`config.mk`:
```
export PLATFORM = sky130hd
export DESIGN_NAME = servo_frame_tx_ctrl
export DESIGN_NICKNAME = d
export VERILOG_FILES = /design/src/rtl/servo_frame_tx_ctrl.sv
export SDC_FILE = /design/constraint.sdc
export NUM_CORES = 1
export LEC_CHECK = 0
export CORE_MARGIN = 8
export CORE_UTILIZATION = 54
export CTS_CLUSTER_SIZE = 25
export DETAILED_ROUTE_END_ITERATION = 12
export GPL_TIMING_DRIVEN = 0
export PLACE_DENSITY = 0.8
export SYNTH_ARGS = -nofsm -noshare
export SYNTH_HDL_FRONTEND = slang
export SYNTH_SLANG_ARGS = --single-unit
```
`constraint.sdc`:
```
create_clock -name clk -period 2.95 [get_ports clk]
set_input_delay 0.295 -clock clk [delete_from_list [all_inputs] [get_ports clk]]
set_output_delay 0.295 -clock clk [all_outputs]
set_load 0.02 [all_outputs]
```
`src/rtl/servo_frame_tx_ctrl.sv`:
```
// Bus-servo MOVE_TIME_WRITE frame sequencer feeding a UART byte transmitter.
// Define SERVO_CHECKSUM_EN to append the trailing checksum byte (10-byte frame instead of 9).
module servo_frame_tx_ctrl #(
    parameter logic [7:0]  CMD        = 8'd1,
    parameter logic [7:0]  LEN        = 8'd7,
    parameter logic [15:0] POS_MAX    = 16'd1000,
    parameter logic [15:0] TIME_MAX   = 16'd30000,
    parameter logic [15:0] TX_TIMEOUT = 16'd8000
) (
    input  logic        clk,
    input  logic        rst_n,
    input  logic        iStart,
    input  logic [7:0]  iId,
    input  logic [15:0] iPos,
    input  logic [15:0] iTime,
    output logic        oBusy,
    output logic        oDone,
    output logic        oErr,
    output logic        oTxCall,
    output logic [7:0]  oTxData,
    input  logic        iTxDone
);

    typedef enum logic [2:0] {IDLE, LOAD, CALL, GAP, DONE, ERR} state_t;

`ifdef SERVO_CHECKSUM_EN
    localparam logic [3:0] LAST_IDX = 4'd9;
`else
    localparam logic [3:0] LAST_IDX = 4'd8;
`endif

    state_t      r_state, w_state_nxt;
    logic [7:0]  r_id;
    logic [15:0] r_pos, r_time;
    logic [3:0]  r_idx, w_idx_nxt;
    logic [15:0] r_cnt, w_cnt_nxt;
    logic        r_busy, r_done, r_err, r_tx_call;
    logic [7:0]  r_tx_data;
    logic [7:0]  w_byte_nxt, w_csum;

    function automatic logic [7:0] frame_byte(input logic [3:0] idx, input logic [7:0] id,
                                              input logic [15:0] pos, input logic [15:0] tm,
                                              input logic [7:0] csum);
        logic [7:0] b;
        case (idx)
            4'd0, 4'd1: b = 8'h55;
            4'd2:       b = id;
            4'd3:       b = LEN;
            4'd4:       b = CMD;
            4'd5:       b = pos[7:0];
            4'd6:       b = pos[15:8];
            4'd7:       b = tm[7:0];
            4'd8:       b = tm[15:8];
            4'd9:       b = csum;
            default:    b = 8'h00;
        endcase
        return b;
    endfunction

`ifdef SERVO_CHECKSUM_EN
    logic [7:0] r_sum, w_sum_nxt;
`endif

    always_comb begin
        w_state_nxt = r_state;
        w_idx_nxt   = r_idx;
        w_cnt_nxt   = '0;
`ifdef SERVO_CHECKSUM_EN
        w_sum_nxt   = r_sum;
`endif
        case (r_state)
            IDLE: if (iStart) w_state_nxt = LOAD;
            LOAD: begin
                w_idx_nxt = '0;
`ifdef SERVO_CHECKSUM_EN
                w_sum_nxt = '0;
`endif
                w_state_nxt = CALL;
            end
            CALL: begin
                if (iTxDone) begin
                    w_state_nxt = GAP;
                end else if (r_cnt == TX_TIMEOUT - 16'd1) begin
                    w_state_nxt = ERR;
                end else begin
                    w_cnt_nxt = r_cnt + 16'd1;
                end
            end
            GAP: begin
                w_idx_nxt = r_idx + 4'd1;
`ifdef SERVO_CHECKSUM_EN
                // Only ID through time[15:8] contribute to the checksum.
                if (r_idx >= 4'd2 && r_idx <= 4'd8)
                    w_sum_nxt = r_sum + frame_byte(r_idx, r_id, r_pos, r_time, 8'h00);
`endif
                w_state_nxt = (r_idx == LAST_IDX) ? DONE : CALL;
            end
            DONE:    w_state_nxt = IDLE;
            ERR:     w_state_nxt = IDLE;
            default: w_state_nxt = IDLE;
        endcase
    end

`ifdef SERVO_CHECKSUM_EN
    assign w_csum = ~w_sum_nxt;
`else
    assign w_csum = 8'h00;
`endif
    assign w_byte_nxt = frame_byte(w_idx_nxt, r_id, r_pos, r_time, w_csum);

    // Outputs are registered from the next state so they line up with the state they describe.
    always_ff @(posedge clk or negedge rst_n) begin
        if (!rst_n) begin
            r_state   <= IDLE;
            r_id      <= '0;
            r_pos     <= '0;
            r_time    <= '0;
            r_idx     <= '0;
            r_cnt     <= '0;
            r_busy    <= 1'b0;
            r_done    <= 1'b0;
            r_err     <= 1'b0;
            r_tx_call <= 1'b0;
            r_tx_data <= 8'h00;
        end else begin
            r_state   <= w_state_nxt;
            r_idx     <= w_idx_nxt;
            r_cnt     <= w_cnt_nxt;
            r_busy    <= (w_state_nxt != IDLE);
            r_done    <= (w_state_nxt == DONE);
            r_err     <= (w_state_nxt == ERR);
            r_tx_call <= (w_state_nxt == CALL);
            r_tx_data <= (w_state_nxt == CALL) ? w_byte_nxt : 8'h00;
            if (r_state == IDLE && iStart) begin
                r_id   <= iId;
                r_pos  <= (iPos > POS_MAX) ? POS_MAX : iPos;
                r_time <= (iTime > TIME_MAX) ? TIME_MAX : iTime;
            end
        end
    end

`ifdef SERVO_CHECKSUM_EN
    always_ff @(posedge clk or negedge rst_n) begin
        if (!rst_n) r_sum <= '0;
        else        r_sum <= w_sum_nxt;
    end
`endif

    assign oBusy   = r_busy;
    assign oDone   = r_done;
    assign oErr    = r_err;
    assign oTxCall = r_tx_call;
    assign oTxData = r_tx_data;

endmodule

```
==> results by group, run 1 <==
Status
  – Outcome: completed

Worst setup path
  – Total number of cells along the worst setup path: 10
  – Kind of end point of the critical path: flip-flop
  – CP Data Required Time: 3.17 ns
  – Buffers and inverters on the worst path: 4
  – Number of cells on the worst reg-to-reg path: 10
  – Type of the worst setup path: flip-flop to flip-flop
  – Cell with the largest stage delay on the worst path: dfrtp_1
  – Critical path fanouts, max: 10
  – Delay of the slowest critical-path stage: 0.36 ns
  – Family with the most delay on the worst path: buffers and inverters
  – Worst reg2reg startpoint: r_idx[0]
  – List of cells traversed by the critical path: buf_2 > inv_1 > ha_1 > and4b_1 > buf_4 > a22o_1 > buf_6 > a222oi_1 > or2_0 > a21oi_1
  – Worst EP arrival: 2.80 ns
  – Endpoint of the worst setup timing path: oTxData[7]
  – Internal reg-to-reg setup slack: 0.37 ns
  – End of the worst register-to-register path: oTxData[7]
  – Critical Path Start: r_idx[0]
  – Startpoint Class: flip-flop

Synth
  – Post-synthesis sequential element count: 75
  – Top cells by area, synth: dfrtp_1 51%, nor2_1 4.7%, nand2_1 4.5%
  – Cell area after synthesis: 0.00366 mm^2
  – Most numerous cell types in the synthesized netlist: 75 x dfrtp_1, 46 x nor2_1, 44 x nand2_1
  – Share of synthesized area spent on multiplexers: 0.00718
  – Avg Inst Size Synth: 9.94 um^2
  – Yosys Warn Count: 0
  – Most common flop cell mapped by yosys: dfrtp_1
  – Portion of synthesized cell area occupied by the leading cell type: 0.513
  – Post-Synth XOR/XNOR Area: 0.0335
  – Compound-cell area share of the yosys netlist: 0.147
  – Arithmetic-cell share of the synthesized area counting full adders, half adders and majority gates: 0.0103
  – Number of distinct library cells after synthesis: 57
  – Register area share after synthesis: 0.513
  – Cell type contributing the most total cell area after synthesis: dfrtp_1
  – Number of cells produced by synthesis: 368
  – Largest family of logic cells by synthesized area: simple AND/OR/NAND/NOR gates
  – Dominant cell by count in the synthesized netlist: dfrtp_1
  – Count of flip-flops with a built-in enable after synthesis: 0
  – FFs w/ async S/R, synth: 1.00
  – Net Count, Synth: 415
  – Basic-gate share of the synthesized area counting and, or, nand and nor cells: 0.239

Cells and area
  – Area growth from synthesis to layout: 23.0%
  – Antenna fix cells: 0
  – Fraction of final layout cells sized beyond drive strength 1: 0.105
  – Final nets: 481
  – Fill count: 549
  – Final standard cell count with taps included and fillers excluded: 519

Timing
  – Setup violation total in the final timing report: 0
  – Smallest hold slack: 0.0573 ns
  – Setup repair after global routing missed its margin: false
  – Headroom to the max-slew limit: 0.391
  – Max-slew violation count: 0
  – Worst slew pin tran: 0.914 ns
  – Min Clock Period, post-route: 2.58 ns
  – Worst Skew: 0.0120 ns
  – Fin. Hold Viols: 0
  – Maximum frequency from static timing analysis: 388 MHz
  – Final clock period utilization by the worst path: 0.873

Floorplan
  – # rows: 30
  – Starting Density: 0.548
  – Width of the chip: 98.3 um
  – Die ar.: 0.00966 mm^2
  – Top-level I/O count: 56
  – Area of the placeable core: 0.00668 mm^2
  – Chip Height: 98.3 um

Drt
  – Remaining number of nets flagged by the antenna check after routing: 0
  – DR pass1 iterations: 5
  – Final routed wire length divided by cell count: 16.7 um
  – Initial detailed-routing violation count: 223
  – Number of vias in the routed layout: 2,991
  – DRC Markers: 0
  – Final wirelength: 8.68 mm
  – Routed vias/inst: 5.76

Power
  – Static leakage: 1.94 nW
  – Worst IR Drop VDD: 0.458 mV
  – Power density cells: 810 mW/mm^2

GRT
  – Number of global-route vias before repair: 3,038
  – Congestion Overflow GR: 0
  – First-pass GRT wire length: 14.6 mm
  – GRT Total Usage: 0.187
  – Largest net degree at the start of global routing: 76
  – Antenna violations before repair: 0

Placed design
  – Total placed cells including tap cells: 503
  – IO buf count: 55
  – Hpwl dp: 6.39 mm
  – Placer Congestion: 0.898

Clock tree
  – Clock transition time at the flip-flop clock pins of the worst setup and hold paths: 0.08 ns
  – Number of H-tree levels: 3
  – Clk sinks: 75
  – Number of resized instances in the post-cts repair step: 0
  – Post-CTS Repair Setup Buffers: 0
  – Cell chosen for the clock root: clkbuf_8
  – Hold-fix buffers at CTS: 0
  – Number of buffers inserted during clock tree synthesis: 9
  – Latest clock arrival within the worst-skew pair: 0.35 ns
  – Worst-case clock buffer depth: 2
  – CTS tree: yes

Hold path
  – Worst Hold Class: input port to async pin

Job
  – Max cap viols: 0
worst register-to-register path, cell delays in order, from the launching register on:
cell	delay, ns
dfrtp_1	0.36
buf_2	0.23
inv_1	0.17
ha_1	0.33
and4b_1	0.17
buf_4	0.16
a22o_1	0.29
buf_6	0.16
a222oi_1	0.36
or2_0	0.16
a21oi_1	0.06
stage by stage:
stage	total power (W)	setup slack [ns]	utilization	setup TNS, ns	area (um^2)
5_1_grt	0.00386	0.209	0.673	0	4500
3_5_place_dp	0.00286	0.402	0.645	0	4310
6_report	0.00364	0.374	0.673	0	4500
2_1_floorplan	0.00242	0.742	-	0	3660
4_1_cts	0.00363	0.397	0.673	0	4500
3_3_place_gp	0.00281	-0.827	0.645	-61.80	4310
per-layer routing:
layer	share of wire	routed length, um	global-route usage	vias up
met5	0	0	0	-
met4	0.023	201	0.0885	0
met3	0.058	499	0.0327	17
met2	0.46	4010	0.289	109
met1	0.46	3970	0.250	1435
li1	-	-	-	1430
power by group:
group	total (W)	switching (W)	internal, W
registers	0.00142	0.000169	0.00125
logic	0.00145	0.000805	0.000641
clock network	0.000779	0.000387	0.000392
cell usage in the layout, fill, tap and decap left out, types with 9 or more instances in the layout:
cell and instances:
nand2_1 44, a21oi_1 24, nor3_1 15, inv_1 12, clkbuf_1 9, a22o_1 13, clkbuf_8 11, nand3_1 10
nor2b_1 9, nor2_1 46, and3_1 10, clkdlybuf4s50_1 54, dfrtp_1 75
worst min-delay path by stage:
stage	from	end	slack, ns	depth (start not counted)
final	rst_n	r_cnt[13]	0.06	1
after global routing	rst_n	r_cnt[13]	0.14	1
after CTS	rst_n	r_cnt[13]	0.10	1
after detailed placement	r_id[3]	r_id[3]	0.47	2
after global placement	r_id[3]	r_id[3]	0.45	2
after floorplan	rst_n	oBusy	-0.0006	0
kinds of logic (layout without fill, tap and decap cells):
family | after synthesis | in the layout
simple gates | 171 | 171
flops | 75 | 75
compound gates | 71 | 71
buf+inv | 32 | 103
xor+xnor | 14 | 14
fa+ha+maj | 3 | 3
mux | 2 | 2
sequential cells by signal (all words and copies together) (netlist names), 3 cells and up:
register	flops
r_cnt	16
r_time	16
oTxData	8
r_state	3
r_id	8
r_idx	4
r_pos	16
cell type report:
class,count,area [um^2],area share
buffer,19,133,0.0295
clock buffer,10,128,0.0284
clock inverter,6,65.1,0.0145
inverter,13,48.8,0.0108
multi-input combinational,261,1600,0.356
sequential,75,1880,0.417
tap,80,100,0.0222
timing repair buffer,55,548,0.122
Power figures use the tool's default switching activity.
==> inputs of run 2 (changes only) <==
- MAX_ROUTING_LAYER: not set -> met4
==> run 2 against run 1 <==
  * Register-to-register slack hardly changed
  * Critical path depth stayed put
  * Power is 1.2% lower
  * Die area stayed put
  * First-iteration DRC count is 35% higher
  * Sequential power hardly changed
  * Non-clock buffer count stayed put
  * Sequential share of layout area is 0.13 points higher
  * Worst hold slack better by 0.0049 ns
  * Cell area is 0.31% lower
  * Wire length is 3.1% higher
  * Largest power group unchanged
==> results by group, run 2 (same netlist as run 1, synthesis figures left out) <==
Status
  – Outcome: completed

Timing
  – Worst Skew: 0.0145 ns (+0.00250 ns)
  – Maximum frequency from static timing analysis: 387 MHz (-0.39%)
  – Fin. Hold Viols: 0 (unchanged)
  – Setup violation total in the final timing report: 0 (unchanged)
  – Headroom to the max-slew limit: 0.391 (about the same)
  – Min Clock Period, post-route: 2.59 ns (+0.0100 ns)
  – Final clock period utilization by the worst path: 0.876 (+0.00340)
  – Worst slew pin tran: 0.913 ns (-0.000474 ns)
  – Setup repair after global routing missed its margin: false
  – Total negative slack for setup checks: 0 ns (unchanged)
  – Max-slew violation count: 0 (unchanged)

Drt
  – Routed vias/inst: 5.76 (-0.10%)
  – DRC Markers: 0 (unchanged)
  – Final wirelength: 8.95 mm (+3.1%)
  – Final routed wire length divided by cell count: 17.2 um (+3.1%)
  – Number of vias in the routed layout: 2,988 (-0.10%)
  – Initial detailed-routing violation count: 300 (+35%)
  – DR pass1 iterations: 4 (-1)
  – Remaining number of nets flagged by the antenna check after routing: 0 (unchanged)

Cells and area
  – Multi-input gate area in the final layout: 0.00160 mm^2 (unchanged)
  – Most common cell after layout, fill and taps aside: dfrtp_1
  – Biggest regs: r_cnt x16, r_pos x16, r_time x16
  – Fraction of final layout cells sized beyond drive strength 1: 0.105 (unchanged)
  – Final nets: 481 (unchanged)
  – Antenna fix cells: 0 (unchanged)
  – Area growth from synthesis to layout: 22.6%
  – Top library cells by usage in the layout, fill and taps aside: 75 x dfrtp_1, 54 x clkdlybuf4s50_1, 46 x nor2_1
  – Final standard cell count with taps included and fillers excluded: 519 (unchanged)
  – Final core utilization: 0.671 (-0.00206)
  – Fill count: 534 (-2.7%)
  – Storage cell area: 0.00188 mm^2 (unchanged)
  – Final design instance area without fill: 0.00449 mm^2 (-0.31%)

Power
  – Static leakage: 1.93 nW (-0.55%)
  – Net switching component of the power: 0.00138 W (+1.2%)
  – Seq pwr share: 0.393 (+0.004)
  – Part of the total power dissipated in the clock network: 0.201 (-0.013)
  – Int Power: 0.00222 W (-2.7%)
  – Share of total power consumed by net switching: 0.383 (+0.00912)
  – Combinational share of power: 0.406 (+0.009)
  – Worst IR Drop VDD: 0.357 mV (-22%)
  – Power density cells: 802 mW/mm^2 (-0.93%)
  – Post-layout power: 0.00360 W (-1.2%)

Clock tree
  – Hold-fix buffers at CTS: 0 (unchanged)
  – Post-CTS Repair Setup Buffers: 0 (unchanged)
  – Latest clock arrival within the worst-skew pair: 0.35 ns (about the same)
  – Number of resized instances in the post-cts repair step: 0 (unchanged)
  – Clock transition time at the flip-flop clock pins of the worst setup and hold paths: 0.09 ns (about the same)
  – CTS tree: yes
  – Number of H-tree levels: 3 (unchanged)
  – Clk sinks: 75 (unchanged)
  – Cell chosen for the clock root: clkbuf_8
  – Number of buffers inserted during clock tree synthesis: 9 (unchanged)
  – Worst-case clock buffer depth: 2 (unchanged)

Worst setup path
  – CP Data Required Time: 3.18 ns (about the same)
  – Startpoint Class: flip-flop
  – End of the worst register-to-register path: oTxData[7]
  – Type of the worst setup path: flip-flop to flip-flop
  – Internal reg-to-reg setup slack: 0.36 ns (about the same)
  – Critical path fanouts, max: 10 (unchanged)
  – Kind of end point of the critical path: flip-flop
  – Worst EP arrival: 2.81 ns (about the same)
  – Number of cells on the worst reg-to-reg path: 10 (unchanged)
  – Worst reg2reg startpoint: r_idx[0]

Job
  – Max cap viols: 0 (unchanged)

Placed design
  – Placer Congestion: 0.928 (+3.3%)
  – Hpwl dp: 6.48 mm (+1.5%)
  – IO buf count: 55 (unchanged)
  – Post-place instance area: 0.00431 mm^2 (unchanged)
  – Total placed cells including tap cells: 503 (unchanged)

GRT
  – Number of global-route vias before repair: 3,015 (-0.76%)
  – First-pass GRT wire length: 14.9 mm (+1.6%)
  – Congestion Overflow GR: 0 (unchanged)
  – GRT Total Usage: 0.195 (+0.00800)
  – Largest net degree at the start of global routing: 76 (unchanged)
  – Antenna violations before repair: 0 (unchanged)

Floorplan
  – Die ar.: 0.00966 mm^2 (unchanged)
  – Top-level I/O count: 56 (unchanged)
  – Starting Density: 0.548 (unchanged)
  – # rows: 30 (unchanged)
  – Area of the placeable core: 0.00668 mm^2 (unchanged)
  – Chip Height: 98.3 um (unchanged)
  – Width of the chip: 98.3 um (unchanged)

Hold path
  – Worst Hold Class: input port to async pin
==> run 2: layout make-up <==
cell class	count	area share
buffer	19	0.0296
clock buffer	11	0.0315
multi-input combinational	261	0.357
clock inverter	5	0.00837
tap	80	0.0223
timing repair buffer	55	0.122
inverter	13	0.0109
sequential	75	0.418
==> run 2: how the worst max path moves through the flow <==
stage / endpoint / cells after the start / slack, ns / from
floorplan: oTxData[7] / 10 / 0.74 / r_idx[0]
global placement: r_pos[1] / 1 / -0.83 / rst_n
detailed placement: oTxData[7] / 10 / 0.40 / r_idx[0]
CTS: oTxData[7] / 10 / 0.40 / r_idx[0]
global route: oTxData[7] / 10 / 0.20 / r_idx[0]
finish: oTxData[7] / 10 / 0.36 / r_idx[0]
==> run 2: per-stage QoR <==
| step | worst slack (ns) | hold WS, ns |
|---|---|---|
| final | 0.364 | 0.0621 |
| after global routing | 0.204 | 0.134 |
| after CTS | 0.395 | 0.107 |
| after detailed placement | 0.396 | 0.463 |
| after global placement | -0.826 | 0.463 |
| after floorplan | 0.742 | -0.000591 |
==> run 2: power groups by stage <==
stage	combinational, W	clock [W]	sequential, W
2_1_floorplan	0.00103	0	0.00139
3_3_place_gp	0.00140	0	0.00142
3_5_place_dp	0.00143	0	0.00143
5_1_grt	0.00160	0.000774	0.00143
4_1_cts	0.00144	0.000734	0.00141
6_report	0.00146	0.000724	0.00141
==> run 2: routing by layer <==
| metal | global-route usage | vias up | share of wire |
|---|---|---|---|
| li1 | - | 1431 | - |
| met1 | 0.263 | 1447 | 0.48 |
| met2 | 0.289 | 101 | 0.46 |
| met3 | 0.0356 | 9 | 0.049 |
| met4 | 0.0697 | 0 | 0.012 |
| met5 | - | - | 0 |
==> run 2: worst max-delay path: stages (launching register included) <==
cell	delay, ns
dfrtp_1	0.35
buf_2	0.23
inv_1	0.17
ha_1	0.34
and4b_1	0.18
buf_4	0.16
a22o_1	0.29
buf_6	0.16
a222oi_1	0.36
or2_0	0.16
a21oi_1	0.06
